$ cat src/rtl/imem_pkg.sv
// ============================================================================
// imem_pkg : shared types and constants for the instruction-fetch responder
// Rev 1.0
// ============================================================================
`default_nettype none

package imem_pkg;

    typedef enum logic [1:0] {
        IDLE = 2'd0,
        WAIT = 2'd1,
        RESP = 2'd2
    } state_t;

    localparam logic [31:0] NOP_INST = 32'h0000_0013;

    function automatic int idx_width(input int depth);
        return $clog2(depth);
    endfunction

    // Counter must hold LATENCY-1 and never be narrower than one bit.
    function automatic int cnt_width(input int lat);
        return (lat > 1) ? $clog2(lat) : 1;
    endfunction

endpackage

`default_nettype wire

$ cat src/rtl/imem_array.sv
// ============================================================================
// imem_array : DEPTH x 32 instruction storage, one sync write, one sync read
// Rev 1.0
// ============================================================================
`default_nettype none

module imem_array #(
    parameter int DEPTH = 64,
    parameter int IDX_W = 6
) (
    input  logic              clk,
    input  logic              i_wr_en,
    input  logic [IDX_W-1:0]  i_wr_idx,
    input  logic [31:0]       i_wr_data,
    input  logic              i_rd_en,
    input  logic [IDX_W-1:0]  i_rd_idx,
    output logic [31:0]       o_rd_data
);

    logic [31:0] r_mem [DEPTH];
    logic [31:0] r_rd_data;

    // Both ports use non-blocking updates, so a same-edge collision reads the old word.
    always_ff @(posedge clk) begin
        if (i_wr_en) begin
            r_mem[i_wr_idx] <= i_wr_data;
        end
        if (i_rd_en) begin
            r_rd_data <= r_mem[i_rd_idx];
        end
    end

    assign o_rd_data = r_rd_data;

endmodule

`default_nettype wire

$ cat src/rtl/imem_responder.sv
// ============================================================================
// imem_responder : valid/ready instruction-fetch responder with fixed latency
// Rev 1.0
// ============================================================================
`default_nettype none

module imem_responder
    import imem_pkg::*;
#(
    parameter int DEPTH   = 64,
    parameter int LATENCY = 2
) (
    input  logic        clk,
    input  logic        reset,
    input  logic        req_valid,
    output logic        req_ready,
    input  logic [63:0] req_addr,
    output logic        rsp_valid,
    input  logic        rsp_ready,
    output logic [31:0] rsp_inst,
    output logic        rsp_err,
    input  logic        ld_en,
    input  logic [63:0] ld_addr,
    input  logic [31:0] ld_data
);

    localparam int IDX_W = idx_width(DEPTH);
    localparam int CNT_W = cnt_width(LATENCY);

    state_t             r_state;
    state_t             w_next_state;
    logic [CNT_W-1:0]   r_cnt;
    logic [CNT_W-1:0]   w_cnt_next;
    logic [63:0]        r_addr;
    logic               r_err;

    logic               w_read;
    logic               w_err;
    logic [63:0]        w_rd_addr;
    logic [31:0]        w_rd_data;
    logic               w_ld_ok;
    logic               w_unused_ld;

    // With LATENCY=1 the read happens on the acceptance edge, so the live address is used.
    always_comb begin
        w_rd_addr = (r_state == IDLE) ? req_addr : r_addr;
        w_err     = (|w_rd_addr[1:0]) | (|w_rd_addr[63:IDX_W+2]);
    end

    always_comb begin
        w_next_state = r_state;
        w_cnt_next   = r_cnt;
        w_read       = 1'b0;
        case (r_state)
            IDLE: begin
                if (req_valid) begin
                    if (LATENCY == 1) begin
                        w_read       = 1'b1;
                        w_next_state = RESP;
                    end else begin
                        w_cnt_next   = CNT_W'(LATENCY - 1);
                        w_next_state = WAIT;
                    end
                end
            end
            WAIT: begin
                if (r_cnt != '0) begin
                    w_cnt_next = r_cnt - CNT_W'(1);
                end
                if (r_cnt <= CNT_W'(1)) begin
                    w_read       = 1'b1;
                    w_next_state = RESP;
                end
            end
            RESP: begin
                if (rsp_ready) begin
                    w_next_state = IDLE;
                end
            end
            default: begin
                w_next_state = IDLE;
            end
        endcase
    end

    always_ff @(posedge clk) begin
        if (reset) begin
            r_state <= IDLE;
            r_cnt   <= '0;
            r_addr  <= '0;
            r_err   <= 1'b0;
        end else begin
            r_state <= w_next_state;
            r_cnt   <= w_cnt_next;
            if (r_state == IDLE && req_valid) begin
                r_addr <= req_addr;
            end
            if (w_read) begin
                r_err <= w_err;
            end
        end
    end

    assign w_ld_ok     = ld_en & ~(|ld_addr[63:IDX_W+2]);
    assign w_unused_ld = ^ld_addr[1:0];

    imem_array #(
        .DEPTH (DEPTH),
        .IDX_W (IDX_W)
    ) u_array (
        .clk       (clk),
        .i_wr_en   (w_ld_ok),
        .i_wr_idx  (ld_addr[IDX_W+1:2]),
        .i_wr_data (ld_data),
        .i_rd_en   (w_read & ~w_err),
        .i_rd_idx  (w_rd_addr[IDX_W+1:2]),
        .o_rd_data (w_rd_data)
    );

    always_comb begin
        req_ready = (r_state == IDLE) & ~reset;
        rsp_valid = (r_state == RESP);
        rsp_err   = rsp_valid & r_err;
        rsp_inst  = '0;
        if (rsp_valid) begin
            rsp_inst = r_err ? NOP_INST : w_rd_data;
        end
    end

endmodule

`default_nettype wire

$ cat config.mk
export PLATFORM = sky130hd
export DESIGN_NAME = imem_responder
export DESIGN_NICKNAME = d
export VERILOG_FILES = /design/src/rtl/imem_pkg.sv /design/src/rtl/imem_array.sv /design/src/rtl/imem_responder.sv
export SDC_FILE = /design/constraint.sdc
export NUM_CORES = 2
export LEC_CHECK = 0
export CORE_MARGIN = 2
export CORE_UTILIZATION = 60
export CTS_CLUSTER_DIAMETER = 60
export DETAILED_ROUTE_END_ITERATION = 12
export HOLD_SLACK_MARGIN = 0.03
export PLACE_DENSITY = 0.87
export SETUP_SLACK_MARGIN = 0.3
export SLEW_MARGIN = 5
export SYNTH_ARGS = -nofsm -noshare
export SYNTH_HDL_FRONTEND = slang
export SYNTH_SLANG_ARGS = --single-unit
$ cat constraint.sdc
create_clock -name clk -period 9.3 [get_ports clk]
set_input_delay 1.86 -clock clk [delete_from_list [all_inputs] [get_ports clk]]
set_output_delay 1.86 -clock clk [all_outputs]
set_load 0.05 [all_outputs]
**Word level (Yosys, flattened, before mapping)**

Memories as Yosys holds them, arrays and structs flattened. A register that Yosys moved wholly into a read port is not among the register bits.
Index checks and enable logic that the tools add are counted.

- Register bits after elaboration: 68
- RAM bits: 2,048
- Input bits: 165
- Word-level logic and storage cells: 42
- Memories: 1

Memory list:

| name | words | width | rd ports | clocked after memory_dff | write ports | line | text |
|---|---|---|---|---|---|---|---|
| u_array.r_mem | 64 | 32 | 1 | 1 | 1 | imem_array.sv:20 | `logic [31:0] r_mem [DEPTH];` |

- Add/sub/neg operators: 1
- $lt $le $gt $ge: 1
- Equality and inequality tests: 5
- Multiplexer cells: 14
- Bitwise gates (word level): 8
- Reduce and logical (&&, ||, !) cells: 8

Operators by type and width:

| operator | number |
|---|---|
| 56-bit OR reduction | 2 |
| 32-bit 2-to-1 mux | 2 |
| 64-bit 2-to-1 mux | 1 |
| 1-bit 2-to-1 mux | 6 |
| 2-bit 2-to-1 mux | 3 |
| 2-bit case mux with 3 select lines | 1 |
| 1-bit bitwise AND | 4 |
| 2-bit != test (second input constant) | 2 |
| 1-bit inverter | 3 |
| 3-bit AND reduction | 1 |
| 2-bit by 1-bit == test with 1-bit output (second input constant) | 1 |
| 2-bit == test (second input constant) | 1 |
| 2-bit logical NOT | 1 |
| 2-bit by 1-bit != test with 1-bit output (second input constant) | 1 |
| 1-bit case mux with 2 select lines | 1 |
| 2-bit AND reduction | 1 |
| 2-bit nonzero test | 1 |
| 2-bit OR reduction | 1 |
| 1-bit <= comparator (second input constant) | 1 |
| 1-bit logical AND | 1 |
| 1-bit bitwise OR | 1 |
| 1-bit subtractor (second input constant) | 1 |

**Longest topological paths before layout**

- Depth after elaboration: 6
- Depth in mapped cells: 11

**Cells and area by module**

A second synthesis with hierarchy kept.

- Cell total of the unflattened synthesis: 3,724
- Area total of the unflattened synthesis: 81,809.7 um2

Modules (own cells, without submodules):

| module | times used | cells each | area an instance (um2) |
|---|---|---|---|
| imem_array | 1 | 3,324 | 78,835.6 |
| imem_responder | 1 | 400 | 2,974.1 |

**Least setup slack after synthesis**

OpenSTA, ideal clock, no wires.

- Path kind: in2reg
- Start point: in req_addr[49]
- End point: reg u_array.r_rd_data[0] (netlist: u_array.o_rd_data[0]) (read register of u_array.r_mem), enable pin
- Setup time: 0.600 ns
- Arrival: 7.673 ns
- Required time: 8.700 ns
- Path slack: 1.028 ns
- Cell stages on the path: 5
- Path through: nor4_1 nand4_1 nor3_1 nor2_1 a2111oi_0

- Cells in the longest elaborated chain, start to end: 5

Ends and longest elaborated chain:

| what | line | text |
|---|---|---|
| start, declared | imem_responder.sv:17 | `input logic [63:0] req_addr,` |
| 64-bit 2-to-1 mux | imem_responder.sv:46 | `w_rd_addr = (r_state == IDLE) ? req_addr : r_addr;` |
| 56-bit OR reduction | imem_responder.sv:47 | `w_err = (\|w_rd_addr[1:0]) \| (\|w_rd_addr[63:IDX_W+2]);` |
| 1-bit bitwise OR | imem_responder.sv:47 |  |
| 1-bit inverter | imem_responder.sv:115 | `.i_rd_en (w_read & ~w_err),` |
| 1-bit bitwise AND | imem_responder.sv:115 |  |
| named net u_array.i_rd_en | imem_array.sv:15 | `input logic i_rd_en,` |
| end, declared | imem_array.sv:21 | `logic [31:0] r_rd_data;` |

The timed path passes the listed nets, and every way through them passes these cells.
A chain may end at the register's enable or synchronous reset.

**Worst setup path in the final report**

- Start point: reg r_state[0]
- End point: out rsp_inst[10]

- Cells in the longest elaborated chain, start to end: 2

Ends and longest elaborated chain:

| what | line | text |
|---|---|---|
| start, declared | imem_responder.sv:30 | `state_t r_state;` |
| start signal, assigned | imem_responder.sv:93 | `r_state <= w_next_state;` |
| 2-bit == test | imem_responder.sv:122 | `rsp_valid = (r_state == RESP);` |
| 32-bit 2-to-1 mux | imem_responder.sv:125 | `if (rsp_valid) begin` |
| end, declared | imem_responder.sv:20 | `output logic [31:0] rsp_inst,` |

Every way passes these cells.

==> qor.csv <==
stage,metric,value,unit
synth,Mapped Avg Cell Area,17.5,um^2
finish,share of cells above drive strength 1,15.8,%
global_routing,gr usage total,34.5,%
setup_path,Critical Path Start,r_state[0],
sta,clk_skew,0.0397,ns
synth,Synth Flop Type,edfxtp_1,
cts,cts repair resizes,0,
power_and_ir_drop,Comb pwr share,8.4,%
floorplanning,io pins,200,
cts,postcts setup bufs,0,
sta,Peak Freq,160,MHz
outcome,status,"finished, final reports clean",
setup_path,Worst Setup Start Kind,register,
place,Port-buffer cells,197,
cts,Root Buffer Master,clkbuf_16,
detailed_routing,final WL,253000,um
detailed_routing,Initial DRC Count,9125,
power_and_ir_drop,Internal Power,15.8,mW
global_routing,vias in the first global route,51400,
floorplanning,Placement Rows,138,
power_and_ir_drop,Seq pwr share,51.7,%
setup_path,Reg2Reg Setup Slack,4.48,ns
synth,Netlist cell types,56,
setup_path,reg2reg end,u_array.o_rd_data[12],
finish,sequential standard cell area,63800,um^2
synth,Ys Warns,0,
setup_path,CP required,7.44,ns
setup_path,R2R Path Start,r_state[1],
worst_hold_path,Hold Path Class,reg2reg,
synth,top post-synthesis cells by area,"edfxtp_1, mux4_2, mux2i_1, dfxtp_1, nand2_1",
sta,setup TNS,0,ns
finish,Area Growth Syn to Fin,13.0,%
power_and_ir_drop,switching pwr,4.83,mW
detailed_routing,first-pass detailed-route iteration total,9,
cts,CTS sink cnt,2147,
power_and_ir_drop,leak pwr,31.3,nW
sta,Worst-Margin Slew,1.40,ns
power_and_ir_drop,largest vdd supply drop,0.202,mV
cts,"Reg clk slew, reported paths",0.06,ns
power_and_ir_drop,Power Dens Cells,213,nW/um^2
synth,mapped cell area,85400,um^2
place,DP HPWL,129000,um
detailed_routing,DRC viols,0,
global_routing,first-pass GRT wire length,359000,um
cts,Inserted Clock Buffers,200,
power_and_ir_drop,Net Sw Frac,23.5,%
synth,asr flop ratio synth,0,%
synth,"area leader, netlist",edfxtp_1,
finish,fin area,96400,um^2
setup_path,CP Capture Type,primary output,
sta,Rel. slew slack,5.87,%
floorplanning,die area,145000,um^2
power_and_ir_drop,clock network fraction of total power,39.9,%
cts,Post-CTS Hold Buffers,0,
sta,RSZ-0062 raised after global routing,false,
cts,Clock Latency Late Sink,0.87,ns
finish,area of the multi-input gates,20900,um^2
setup_path,Critical Path Fanout Max,30,
place,Area after DPL,90000,um^2
setup_path,critical path class,reg2out,
floorplanning,Die X,381,um
setup_path,Worst Setup EP,rsp_inst[10],
global_routing,total grt overflow,0,
detailed_routing,vias,52200,
flow_run,Max Cap Viol,0,
synth,post-synthesis sequential area ratio,74.7,%
place,Placer Congestion,0.858,
finish,Final Util,68.2,%
synth,Synth Net Count,5050,
sta,fin crit period,6.25,ns
setup_path,Reg2Reg Depth,9,
setup_path,CP arrival,4.39,ns
detailed_routing,Vias/cell,7.30,
synth,Yosys reg bits,2147,
detailed_routing,Routed WL per cell,35.4,um
sta,Final Max Slew Viols,0,
cts,H-tree lvl count,4,
cts,CTS tree,yes,
cts,clock buffer depth,3,
synth,top cell type's share of synthesized area,73.1,%
synth,Post-Synthesis Cells,4885,
global_routing,largest net degree at the start of global routing,143,
finish,# fillers,8168,
floorplanning,initial cell density of the core,60.4,%
synth,Post-synth EDFFs,2080,
sta,setup violators final,0,
finish,Final nets,5249,
detailed_routing,Final ANT Viol Nets,0,
floorplanning,Core ar.,141000,um^2
global_routing,initial antenna violation count,21,
floorplanning,Die Height,381,um
sta,endpoints failing hold,0,
sta,crit share post-route,67.2,%
-- power groups by stage --
stage / logic, mW / registers, mW / clock network [mW]
CTS: 1.67 / 10.6 / 8.20
detailed placement: 1.63 / 10.8 / 0
finish: 1.73 / 10.6 / 8.21
global route: 1.77 / 10.6 / 8.53
floorplan: 0.949 / 10.8 / 0
global placement: 1.57 / 10.8 / 0
-- flip-flops by register name, summed over array words and instances (netlist names) --
name,count
u_array.r_mem,2048
r_state,2
u_array.o_rd_data,32
r_addr,64
r_err,1
-- per-stage QoR --
stage / setup slack [ns] / instances / hold WS [ns] / power (mW)
detailed placement: 2.71 / 6772 / 0.448 / 12.5
global route: 3.02 / 7139 / 0.477 / 20.9
finish: 3.05 / 7143 / 0.457 / 20.6
global placement: 2.77 / 6772 / 0.443 / 12.4
floorplan: 1.03 / 4885 / 0.436 / 11.8
CTS: 3.43 / 7139 / 0.457 / 20.5
-- layout by cell type (no fill, tap or decap), drive strengths merged, types with 19 or more instances in the layout --
cell type	instances
nand2	325
o211ai	33
o21ai	22
a222oi	32
a31oi	101
a22oi	64
mux2i	481
mux4	256
a22o	64
o32ai	64
a21oi	112
clkinv	77
buf	168
clkbuf	253
nand2b	19
dfxtp	67
nand3	56
clkdlybuf4s50	163
nor2	252
a211oi	128
nor4	118
edfxtp	2080
nor3	20
and3	157
-- worst max-delay path: stages, from the launching register on --
cell,delay (ns)
dfxtp_1,0.30
buf_4,0.28
nand2b_1,0.28
clkinv_1,1.08
and3_1,0.79
clkdlybuf4s50_1,0.77
-- routing by layer --
layer	GRT usage (%)	wire, um
met5	0	148
met4	21.0	18200
met3	10.9	38400
met2	53.5	118000
met1	42.8	78700
-- cells in the mapped netlist, types with 33 or more instances --
master / number
buf_1: 43
nor2_1: 250
and3_1: 157
a211oi_1: 128
clkbuf_1: 221
a31oi_1: 101
dfxtp_1: 67
o211ai_1: 33
nand3_1: 56
edfxtp_1: 2080
buf_2: 61
mux4_2: 256
nor4_1: 118
a22oi_1: 64
a21oi_1: 112
mux2i_1: 481
nand2_1: 325
a22o_1: 64
o32ai_1: 64
-- worst min-delay path by stage --
stage	start	endpoint	slack, ns	cells past startpoint
after floorplan	r_addr[11]	r_addr[11]	0.44	2
after global placement	r_addr[44]	r_addr[44]	0.44	2
after detailed placement	r_addr[31]	r_addr[31]	0.45	2
after CTS	r_addr[31]	r_addr[31]	0.46	2
after global routing	r_addr[61]	r_addr[61]	0.48	2
final	r_addr[31]	r_addr[31]	0.46	2
-- cell type report --
type                    instances  area share (%)
diodes                          4          0.0104
clock buffers                 253            5.49
clock inverters               114            1.23
inverters                       6          0.0234
multi-input cells            2398            21.6
flip-flops and latches       2147            66.2
well taps                    1890            2.45
repair buffers                331            3.00
-- cells by family after synthesis --
logic type / after synthesis / synth area share (%)
compound gates: 661 / 5.61
flops: 2147 / 74.7
mux: 737 / 12.4
simple gates: 1000 / 5.65
buf+inv: 340 / 1.63
No activity file was read; power rests on OpenSTA's default activity.
